## config.mk

```make
export PLATFORM = sky130hd
export DESIGN_NAME = sram_cmd_sequencer
export DESIGN_NICKNAME = d
export VERILOG_FILES = /design/src/rtl/sram_cmd_sequencer_pkg.sv /design/src/rtl/sram_cmd_sequencer_frame_rx.sv /design/src/rtl/sram_cmd_sequencer.sv
export SDC_FILE = /design/constraint.sdc
export NUM_CORES = 1
export LEC_CHECK = 0
export CAP_MARGIN = 10
export CORE_MARGIN = 8
export CORE_UTILIZATION = 61
export DETAILED_ROUTE_END_ITERATION = 7
export GPL_TIMING_DRIVEN = 0
export HOLD_SLACK_MARGIN = 0.03
export PLACE_DENSITY = 0.78
export SYNTH_ARGS = -nofsm -noshare
export SYNTH_HDL_FRONTEND = slang
export SYNTH_SLANG_ARGS = --single-unit
```

## constraint.sdc

```tcl
create_clock -name clk -period 7.83 [get_ports clk]
set_clock_uncertainty 0.1 [all_clocks]
set_input_delay 1.566 -clock clk [delete_from_list [all_inputs] [get_ports clk]]
set_output_delay 1.566 -clock clk [all_outputs]
set_load 0.005 [all_outputs]
```

## src/rtl/sram_cmd_sequencer_pkg.sv

```systemverilog
// +----------------------------------------------------------------------+
// | sram_cmd_sequencer_pkg : command codes and frame type for the SRAM    |
// | command sequencer.                                Rev 1.0            |
// +----------------------------------------------------------------------+
`default_nettype none

package sram_cmd_sequencer_pkg;

  localparam logic [7:0] CMD_ADDR     = 8'd1;
  localparam logic [7:0] CMD_LOAD     = 8'd2;
  localparam logic [7:0] CMD_WRITE    = 8'd3;
  localparam logic [7:0] CMD_READ     = 8'd4;
  localparam logic [7:0] CMD_READ_REQ = 8'd5;
  localparam logic [7:0] CMD_COUNT    = 8'd6;
  localparam logic [7:0] CMD_CONST    = 8'd7;

  typedef struct packed {
    logic [7:0]  cmd;
    logic [31:0] arg;
  } frame_t;

endpackage

`default_nettype wire

```

## src/rtl/sram_cmd_sequencer_frame_rx.sv

```systemverilog
// +----------------------------------------------------------------------+
// | cmd_frame_rx : assembles 6-byte command frames, checks the terminator |
// | and drops stalled partial frames.                 Rev 1.0            |
// +----------------------------------------------------------------------+
`default_nettype none

module cmd_frame_rx #(
  parameter int TIMEOUT_CYC = 200000
) (
  input  logic        clk,
  input  logic        reset,
  input  logic [7:0]  rx_data,
  input  logic        rx_strb,
  output logic        frame_valid,
  output logic [7:0]  cmd,
  output logic [31:0] arg,
  output logic        frame_err
);

  localparam int TW = $clog2(TIMEOUT_CYC + 1);

  logic [2:0]    idx_q, idx_d;
  logic [TW-1:0] idle_q, idle_d;
  logic [39:0]   bytes_q, bytes_d;

  // frame_valid/frame_err are combinational so the sequencer reaches DECODE
  // on the same edge that samples the terminator byte.
  always_comb begin
    idx_d       = idx_q;
    idle_d      = idle_q;
    bytes_d     = bytes_q;
    frame_valid = 1'b0;
    frame_err   = 1'b0;
    if (rx_strb) begin
      idle_d = '0;
      if (idx_q == 3'd5) begin
        idx_d       = 3'd0;
        frame_valid = (rx_data == 8'h00);
        frame_err   = (rx_data != 8'h00);
      end else begin
        idx_d   = idx_q + 3'd1;
        bytes_d = {bytes_q[31:0], rx_data};
      end
    end else if (idx_q != 3'd0) begin
      if (idle_q == TW'(TIMEOUT_CYC)) begin
        idx_d  = 3'd0;
        idle_d = '0;
      end else begin
        idle_d = idle_q + TW'(1);
      end
    end
  end

  always_ff @(posedge clk) begin
    if (reset) begin
      idx_q   <= 3'd0;
      idle_q  <= '0;
      bytes_q <= '0;
    end else begin
      idx_q   <= idx_d;
      idle_q  <= idle_d;
      bytes_q <= bytes_d;
    end
  end

  assign cmd = bytes_q[39:32];
  assign arg = bytes_q[31:0];

endmodule

`default_nettype wire

```

## src/rtl/sram_cmd_sequencer.sv

```systemverilog
// +----------------------------------------------------------------------+
// | sram_cmd_sequencer : decodes UART command frames and sequences SRAM   |
// | write, read, fill and read-back cycles.           Rev 1.0            |
// +----------------------------------------------------------------------+
`default_nettype none

module sram_cmd_sequencer
  import sram_cmd_sequencer_pkg::*;
#(
  parameter int ADDR_W      = 16,
  parameter int SETUP_CYC   = 2,
  parameter int PULSE_CYC   = 3,
  parameter int HOLD_CYC    = 1,
  parameter int TIMEOUT_CYC = 200000
) (
  input  logic              clk,
  input  logic              reset,
  input  logic [7:0]        rx_data,
  input  logic              rx_strb,
  output logic [7:0]        tx_data,
  output logic              tx_strb,
  input  logic              tx_ready,
  output logic [ADDR_W-1:0] sram_addr,
  output logic [7:0]        sram_data_write,
  output logic              sram_data_oe,
  input  logic [7:0]        sram_data_read,
  output logic              sram_ce_n,
  output logic              sram_we_n,
  output logic              sram_oe_n,
  output logic              busy,
  output logic              err
);

  localparam logic [3:0] S_IDLE      = 4'd0;
  localparam logic [3:0] S_DECODE    = 4'd1;
  localparam logic [3:0] S_WR_SETUP  = 4'd2;
  localparam logic [3:0] S_WR_PULSE  = 4'd3;
  localparam logic [3:0] S_WR_HOLD   = 4'd4;
  localparam logic [3:0] S_RD_SETUP  = 4'd5;
  localparam logic [3:0] S_RD_PULSE  = 4'd6;
  localparam logic [3:0] S_TX_RDY    = 4'd7;
  localparam logic [3:0] S_TX_ACK    = 4'd8;
  localparam logic [3:0] S_FILL_NEXT = 4'd9;

  localparam int CW = 16;

  logic        frame_valid, frame_err;
  logic [7:0]  f_cmd;
  logic [31:0] f_arg;

  cmd_frame_rx #(.TIMEOUT_CYC(TIMEOUT_CYC)) u_frame_rx (
    .clk         (clk),
    .reset       (reset),
    .rx_data     (rx_data),
    .rx_strb     (rx_strb),
    .frame_valid (frame_valid),
    .cmd         (f_cmd),
    .arg         (f_arg),
    .frame_err   (frame_err)
  );

  logic [3:0]        state_q, state_d;
  logic [CW-1:0]     cyc_q, cyc_d;
  logic [31:0]       fill_q, fill_d;
  logic [31:0]       num_q, num_d;
  logic              count_q, count_d;
  frame_t            frame_q, frame_d;
  logic [ADDR_W-1:0] addr_reg_q, addr_reg_d;
  logic [7:0]        wdata_q, wdata_d;
  logic [7:0]        rdata_q, rdata_d;
  logic [ADDR_W-1:0] sram_addr_q, sram_addr_d;
  logic [7:0]        wr_data_q, wr_data_d;
  logic [7:0]        tx_data_q, tx_data_d;
  logic              ce_n_q, ce_n_d, we_n_q, we_n_d, oe_n_q, oe_n_d;
  logic              data_oe_q, data_oe_d, tx_strb_q, tx_strb_d;
  logic              busy_q, busy_d, err_q, err_d;
  logic              wr_phase, rd_phase;

  always_comb begin
    state_d    = state_q;
    cyc_d      = cyc_q;
    fill_d     = fill_q;
    num_d      = num_q;
    count_d    = count_q;
    frame_d    = frame_q;
    addr_reg_d = addr_reg_q;
    wdata_d    = wdata_q;
    rdata_d    = rdata_q;
    tx_data_d  = tx_data_q;
    err_d      = frame_err | (frame_valid & (state_q != S_IDLE));

    case (state_q)
      S_IDLE: begin
        if (frame_valid) begin
          frame_d = '{cmd: f_cmd, arg: f_arg};
          state_d = S_DECODE;
        end
      end
      S_DECODE: begin
        state_d = S_IDLE;
        cyc_d   = '0;
        fill_d  = '0;
        case (frame_q.cmd)
          CMD_ADDR: addr_reg_d = frame_q.arg[ADDR_W-1:0];
          CMD_LOAD: wdata_d = frame_q.arg[7:0];
          CMD_WRITE: begin
            count_d = 1'b0;
            num_d   = 32'd1;
            state_d = S_WR_SETUP;
          end
          CMD_READ_REQ: state_d = S_RD_SETUP;
          CMD_READ: begin
            tx_data_d = rdata_q;
            state_d   = S_TX_RDY;
          end
          CMD_COUNT, CMD_CONST: begin
            count_d = (frame_q.cmd == CMD_COUNT);
            num_d   = frame_q.arg;
            if (frame_q.arg != 32'd0) state_d = S_WR_SETUP;
          end
          default: err_d = 1'b1;
        endcase
      end
      S_WR_SETUP: begin
        if (cyc_q == CW'(SETUP_CYC - 1)) begin
          cyc_d   = '0;
          state_d = S_WR_PULSE;
        end else cyc_d = cyc_q + CW'(1);
      end
      S_WR_PULSE: begin
        if (cyc_q == CW'(PULSE_CYC - 1)) begin
          cyc_d   = '0;
          state_d = S_WR_HOLD;
        end else cyc_d = cyc_q + CW'(1);
      end
      S_WR_HOLD: begin
        if (cyc_q == CW'(HOLD_CYC - 1)) begin
          cyc_d = '0;
          if (fill_q + 32'd1 < num_q) begin
            fill_d  = fill_q + 32'd1;
            state_d = S_FILL_NEXT;
          end else state_d = S_IDLE;
        end else cyc_d = cyc_q + CW'(1);
      end
      S_FILL_NEXT: state_d = S_WR_SETUP;
      S_RD_SETUP: begin
        if (cyc_q == CW'(SETUP_CYC - 1)) begin
          cyc_d   = '0;
          state_d = S_RD_PULSE;
        end else cyc_d = cyc_q + CW'(1);
      end
      S_RD_PULSE: begin
        if (cyc_q == CW'(PULSE_CYC - 1)) begin
          cyc_d   = '0;
          rdata_d = sram_data_read;
          state_d = S_IDLE;
        end else cyc_d = cyc_q + CW'(1);
      end
      S_TX_RDY: if (tx_ready) state_d = S_TX_ACK;
      S_TX_ACK: if (!tx_ready) state_d = S_IDLE;
      default:  state_d = S_IDLE;
    endcase
  end

  // Pin values are derived from the next state and registered, so every
  // SRAM strobe is glitch-free and aligned with the state register.
  always_comb begin
    wr_phase    = (state_d == S_WR_SETUP) || (state_d == S_WR_PULSE) ||
                  (state_d == S_WR_HOLD);
    rd_phase    = (state_d == S_RD_SETUP) || (state_d == S_RD_PULSE);
    ce_n_d      = !(wr_phase || rd_phase);
    we_n_d      = (state_d != S_WR_PULSE);
    oe_n_d      = (state_d != S_RD_PULSE);
    data_oe_d   = wr_phase;
    busy_d      = (state_d != S_IDLE);
    tx_strb_d   = (state_d == S_TX_ACK);
    sram_addr_d = sram_addr_q;
    wr_data_d   = wr_data_q;
    if (wr_phase) begin
      sram_addr_d = addr_reg_q + ADDR_W'(fill_d);
      wr_data_d   = count_d ? (wdata_q + fill_d[7:0]) : wdata_q;
    end else if (rd_phase) begin
      sram_addr_d = addr_reg_q;
    end
  end

  always_ff @(posedge clk) begin
    if (reset) begin
      state_q     <= S_IDLE;
      cyc_q       <= '0;
      fill_q      <= '0;
      num_q       <= '0;
      count_q     <= 1'b0;
      frame_q     <= '0;
      addr_reg_q  <= '0;
      wdata_q     <= '0;
      rdata_q     <= '0;
      sram_addr_q <= '0;
      wr_data_q   <= '0;
      tx_data_q   <= '0;
      ce_n_q      <= 1'b1;
      we_n_q      <= 1'b1;
      oe_n_q      <= 1'b1;
      data_oe_q   <= 1'b0;
      tx_strb_q   <= 1'b0;
      busy_q      <= 1'b0;
      err_q       <= 1'b0;
    end else begin
      state_q     <= state_d;
      cyc_q       <= cyc_d;
      fill_q      <= fill_d;
      num_q       <= num_d;
      count_q     <= count_d;
      frame_q     <= frame_d;
      addr_reg_q  <= addr_reg_d;
      wdata_q     <= wdata_d;
      rdata_q     <= rdata_d;
      sram_addr_q <= sram_addr_d;
      wr_data_q   <= wr_data_d;
      tx_data_q   <= tx_data_d;
      ce_n_q      <= ce_n_d;
      we_n_q      <= we_n_d;
      oe_n_q      <= oe_n_d;
      data_oe_q   <= data_oe_d;
      tx_strb_q   <= tx_strb_d;
      busy_q      <= busy_d;
      err_q       <= err_d;
    end
  end

  assign sram_addr       = sram_addr_q;
  assign sram_data_write = wr_data_q;
  assign sram_data_oe    = data_oe_q;
  assign sram_ce_n       = ce_n_q;
  assign sram_we_n       = we_n_q;
  assign sram_oe_n       = oe_n_q;
  assign tx_data         = tx_data_q;
  assign tx_strb         = tx_strb_q;
  assign busy            = busy_q;
  assign err             = err_q;

endmodule

`default_nettype wire

```

Yosys cells after proc, flatten, opt, wreduce, memory -nomap -nowiden
Index checks and enable logic that the tools add are counted.
{"block": "word_totals", "input_bits": 20, "output_inout_bits": 39, "register_bits": 257}
{"block": "classes", "muxes": 36, "addsub": 6, "n_lt_le_gt_ge": 1, "reduce_logical": 33, "n_bitwise": 3, "n_eq_ne": 30}
{"op": "case mux 32 bit (2 select lines)", "count": 2}
{"op": "two-way mux 16 bit", "count": 5}
{"op": "two-way mux 32 bit", "count": 2}
{"op": "case mux 16 bit (4 select lines)", "count": 1}
{"op": "case mux 4 bit (10 select lines)", "count": 1}
{"op": "two-way mux 4 bit", "count": 9}
{"op": "adder 32 x 1 -> 32 bit (second input constant)", "count": 1}
{"op": "equality test 8 x 3 -> 1 bit (second input constant)", "count": 4}
{"op": "< comparator 32 bit", "count": 1}
{"op": "nonzero test 32 bit", "count": 1}
{"op": "equality test 4 x 3 -> 1 bit (second input constant)", "count": 7}
{"op": "adder 18 x 1 -> 18 bit (second input constant)", "count": 1}
{"op": "equality test 18 bit (second input constant)", "count": 1}
{"op": "two-way mux 18 bit", "count": 1}
{"op": "adder 16 x 1 -> 16 bit (second input constant)", "count": 1}
{"op": "adder 16 bit", "count": 1}
{"op": "equality test 16 x 1 -> 1 bit (second input constant)", "count": 1}
{"op": "equality test 16 x 2 -> 1 bit (second input constant)", "count": 1}
{"op": "equality test 4 x 2 -> 1 bit (second input constant)", "count": 4}
{"op": "equality test 8 x 2 -> 1 bit (second input constant)", "count": 2}
{"op": "logical NOT 16 bit", "count": 1}
{"op": "AND reduction 2 bit", "count": 8}
{"op": "equality test 4 bit (second input constant)", "count": 3}
{"op": "two-way mux 3 bit", "count": 4}
{"op": "27 further kinds", "count": 46}

Logic depth before layout (Yosys ltp)
{"block": "logic_depth", "word_depth": 10, "depth_mapped": 30, "ltp_nobuf": 28}

Modules after synthesis
A second synthesis with hierarchy kept.
{"block": "unflattened", "hier_cells": 1552, "hier_area_um2": 12643.4}
{"module": "sram_cmd_sequencer", "seq_area_each_um2": 3923.8, "instances": 1, "cells_each": 1249, "area_per_inst_um2": 10194.8}
{"module": "cmd_frame_rx", "seq_area_each_um2": 1221.2, "instances": 1, "cells_each": 303, "area_per_inst_um2": 2448.6}

Worst setup path after synthesis
No wires, ideal clock.
{"block": "synth_timing", "path_kind": "register to register", "from": "reg fill_q[11]", "to": "reg sram_addr_q[15], in the netlist sram_addr[15]", "stages_incl_launch_ff": 30, "slack_ns": 1.775, "t_arrival_ns": 5.828, "required_ns": 7.603, "cell_sequence": "dfxtp_1 > clkbuf_1 > nand4_1 > nor4_1 > and4_1 > buf_2 > and4_1 > and3_1 > clkbuf_2 > nand3_1 > xnor2_1 > ha_1 > nand4_1 > nor3_1 > o211ai_1 > a21oi_1 > or3_1 > clkbuf_1 > nand3_1 > nand2_1 > ha_1 > a211oi_1 > o21bai_1 > o41ai_1 > a21oi_1 > a41oi_1 > a21oi_1 > xor2_1 > mux2i_1 > or3_1"}
{"block": "synth_via", "word_cells_on_any_way": 19}
{"element": "start: declaration", "line_no": "sram_cmd_sequencer.sv:64", "rtl": "logic [31:0] fill_q, fill_d;"}
{"element": "start signal: assignment", "line_no": "sram_cmd_sequencer.sv:211", "rtl": "fill_q <= fill_d;"}
{"element": "adder 32 x 1 -> 32 bit", "line_no": "sram_cmd_sequencer.sv:139", "rtl": "if (fill_q + 32'd1 < num_q) begin"}
{"element": "< comparator 32 bit", "line_no": "sram_cmd_sequencer.sv:139"}
{"element": "two-way mux 32 bit", "line_no": "sram_cmd_sequencer.sv:139"}
{"element": "two-way mux 32 bit", "line_no": "sram_cmd_sequencer.sv:137", "rtl": "if (cyc_q == CW'(HOLD_CYC - 1)) begin"}
{"element": "case mux 32 bit (2 select lines)", "line_no": "sram_cmd_sequencer.sv:92", "rtl": "case (state_q)"}
{"element": "named net fill_d[1]", "line_no": "sram_cmd_sequencer.sv:64"}
{"element": "adder 16 bit", "line_no": "sram_cmd_sequencer.sv:180", "rtl": "sram_addr_d = addr_reg_q + ADDR_W'(fill_d);"}
{"element": "two-way mux 16 bit", "line_no": "sram_cmd_sequencer.sv:179", "rtl": "if (wr_phase) begin"}
{"element": "end signal: assignment", "line_no": "sram_cmd_sequencer.sv:218", "rtl": "sram_addr_q <= sram_addr_d;"}
{"element": "end: declaration", "line_no": "sram_cmd_sequencer.sv:71", "rtl": "logic [ADDR_W-1:0] sram_addr_q, sram_addr_d;"}
The timed path passes the listed nets, and every way through them passes these cells. The select of a mux whose other input is x is not followed.
A chain may end at the register's enable or synchronous reset.

Worst setup path in the final report
Ends and elaborated chain as after synthesis.

==> impl_metrics.py <==
metrics = {
    "worst_setup_path": {
        "reg2reg_depth": 28,
        "r2r-end": "sram_addr[15]$_SDFFE_PP0N_",
        "crit_family": "simple AND/OR/NAND/NOR gates",
        "critical_path.max_stage_delay_ns": 0.48,
        "critPathLaunch": "fill_q[11]$_SDFF_PP0_",
        "r2r_setup_slack_ns": 0.37,
        "cpMaxStageDelayCell": "nor4_1",
        "reg2reg_from": "fill_q[11]$_SDFF_PP0_",
        "criticalPathCategory": "reg -> reg",
        "cp_num_buf_inv": 4,
        "arrival_ns": 7.78,
        "crit_fanout": 10,
        "endpoint_kind": "register",
        "worstPathRequired_ns": 8.15,
        "start_kind": "register",
    },
    "die": {
        "die_h_um": 159.1,
        "core_area_um2": 20170,
        "start_util": 0.6190,
        "ios": 59,
        "dieWidth_um": 159.1,
        "rows": 52,
        "die-area_um2": 25300,
    },
    "power": {
        "p_leak_uw": 0.005177,
        "max-vdd-ir-drop_v": 0.0002125,
        "power_density_nw_per_um2": 184.1,
    },
    "sta": {
        "drv_slew": 0,
        "rsz0062_at_grt": "false",
        "period_needed_ns": 7.461,
        "fmax_mhz": 134.0,
        "tns_ns": 0,
        "relSlewSlack": 0.3580,
        "worst_pin_slew_ns": 0.9630,
        "finalSetupViolations": 0,
        "final-hold-violation-count": 0,
        "hold_slack_ns": 0.3511,
        "fin_crit_sh": 0.9528,
    },
    "logic_synthesis": {
        "syn-num-nets": 1604,
        "syn-cell-area_um2": 12490,
        "synth_edf_count": 0,
        "yosysWarnings": 0,
        "ys_top_cells_by_count": "dfxtp_1, nand2_1, nor2_1",
        "yosys.cell_count.top_type": "dfxtp_1",
        "postSynthAreaPerCell_um2": 8.203,
        "synth-seq-cells": 257,
        "async_reset_ff_frac": 0,
        "yosysUniqueCellTypes": 67,
        "synth_flop_cell": "dfxtp_1",
        "yosysTopAreaCell": "dfxtp_1",
        "yosysSeqAreaShare": 0.4121,
        "synthTopCellsByArea": "dfxtp_1, nand2_1, ha_1",
        "synth_top_area_frac": 0.4121,
        "syn_inst": 1522,
    },
    "clocking": {
        "cts_tree": "done",
        "post-cts-setup-buffers": 0,
        "htreeDepth": 1,
        "clockRootBuffer": "clkbuf_16",
        "cts_resized": 0,
        "clk_transition_reported_paths_ns": 0.06,
        "ctsHoldBuffers": 0,
        "clock_path_buffers": 3,
        "numCtsBuffers": 27,
        "clock_sinks": 257,
        "clk-insertion-delay-late_ns": 0.54,
    },
    "cells_and_area": {
        "finalNetCount": 1690,
        "n_antenna_cell": 0,
        "drive_gt1_frac": 0.04607,
        "area_growth_pct": 14.54,
        "n_fill_cell": 1692,
        "instances_no_fill": 1898,
    },
    "placed_design": {
        "hpwl_um": 23630,
        "dp.cells": 1849,
        "place_congestion": 0.9286,
        "port_buffers": 57,
    },
    "run_status": {
        "outcome": "finished, final reports clean",
    },
    "detailed_routing": {
        "drc": 0,
        "viasPerCell": 5.834,
        "wirelength_um": 31760,
        "first_pass_iters": 5,
        "drt_iter0_drc": 591,
        "wire_per_inst_um": 16.73,
        "vias": 11072,
        "antenna_left": 0,
    },
    "worst_hold_path": {
        "worstHoldStart": "u_frame_rx.bytes_q[37]$_SDFFE_PP0P_",
        "hold_path_class": "reg -> reg",
        "hold_path_depth": 2,
        "min_to": "frame_q[37]$_SDFFE_PP0P_",
    },
    "grt": {
        "grt_pass1_wl_um": 51810,
        "antenna_found_initial": 0,
        "grt-ovfl-total": 0,
        "grt_max_degree": 15,
        "grt_pass1_vias": 10345,
        "grt_util_all_layers": 0.2418,
    },
    "job": {
        "maxCapViolations": 0,
    },
}
[area by class of cell]
cell class / count / area [µm²] / area share
well taps: 270 / 337.8 / 0.02362
multi-input cells: 1131 / 6850 / 0.4790
inverters: 45 / 168.9 / 0.01181
flip-flops and latches: 257 / 5145 / 0.3598
clock buffers: 44 / 799.5 / 0.05591
repair buffers: 57 / 570.5 / 0.03990
plain buffers: 89 / 355.3 / 0.02485
clock inverters: 5 / 73.82 / 0.005162
[how the worst max path moves through the flow]
stage	endpoint	depth (start not counted)
2_1_floorplan	sram_addr[15]$_SDFFE_PP0N_	29
3_3_place_gp	sram_addr[15]$_SDFFE_PP0N_	29
3_5_place_dp	sram_addr[15]$_SDFFE_PP0N_	29
4_1_cts	sram_addr[15]$_SDFFE_PP0N_	29
5_1_grt	sram_addr[15]$_SDFFE_PP0N_	28
6_report	sram_addr[15]$_SDFFE_PP0N_	28
[kinds of logic (layout without fill, tap and decap cells)]
family / count (synthesis) / in the layout / synth area share
and+or+nand+nor: 634 / 634 / 0.2355
AOI/OAI and AO/OA: 305 / 305 / 0.1484
DFF: 257 / 257 / 0.4121
buffers and inverters: 134 / 240 / 0.04189
xor gates and xnor gates: 67 / 67 / 0.04700
muxes: 63 / 63 / 0.05181
adders and majority gates: 62 / 62 / 0.06333
[registers in the layout, indices dropped and copies added (netlist names)]
signal	flops
frame_q	40
u_frame_rx.bytes_q	40
fill_q	32
num_q	32
u_frame_rx.idle_q	18
addr_reg_q	16
cyc_q	16
sram_addr	16
rdata_q	8
sram_data_write	8
tx_data	8
wdata_q	8
state_q	4
u_frame_rx.idx_q	3
busy	1
count_q	1
err	1
sram_ce_n	1
sram_data_oe	1
sram_oe_n	1
sram_we_n	1
tx_strb	1
[metal layers]
metal  vias to the layer above  track usage  part of all wire
li1                       5473            -                 -
met1                      5210       0.3111              0.44
met2                       316       0.3967              0.46
met3                        73      0.04111             0.058
met4                         0      0.09820             0.040
met5                         -            0                 0
[worst min-delay path, stage by stage (launching register included)]
cell and delay [ns]:
dfxtp_1 0.31, nand2_1 0.05, a21oi_1 0.05
[layout by cell type (no fill, tap or decap), types with 4 or more instances in the layout]
cell	instances
dfxtp_1	257
nand2_1	241
nor2_1	176
a21oi_1	146
clkbuf_1	83
ha_1	60
mux2i_1	59
clkdlybuf4s50_1	57
nand3_1	53
inv_1	45
o21ai_0	39
xor2_1	37
a22oi_1	33
xnor2_1	30
clkbuf_16	27
a211oi_1	23
nor2b_1	22
and3_1	18
nor3_1	17
nand4_1	16
nor4_1	16
nand2b_1	12
or3_1	11
and2_1	10
a21o_1	10
a31oi_1	10
buf_2	9
o211ai_1	9
a311oi_1	9
nor3b_1	7
clkbuf_8	6
and4_1	5
buf_1	5
nand3b_1	5
nor4_2	4
or2_2	4
[where the power goes]
part	internal [µW]	switching, µW
Sequential	1310	5.44
Clock	734	519
Combinational	18.2	43.3
Total	2070	568
[through the flow]
stage,util,instance area [µm²],power [µW],worst slack [ns]
final,0.7091,14300,2633,0.3693
after global routing,0.7091,14300,2712,0.1081
after CTS,0.7076,14270,2651,0.05158
after detailed placement,0.6643,13400,1408,0.1085
after global placement,0.6641,13390,1407,0.1806
after floorplan,-,12490,1379,1.775
Note: power is estimated with default switching activity, not from simulation.
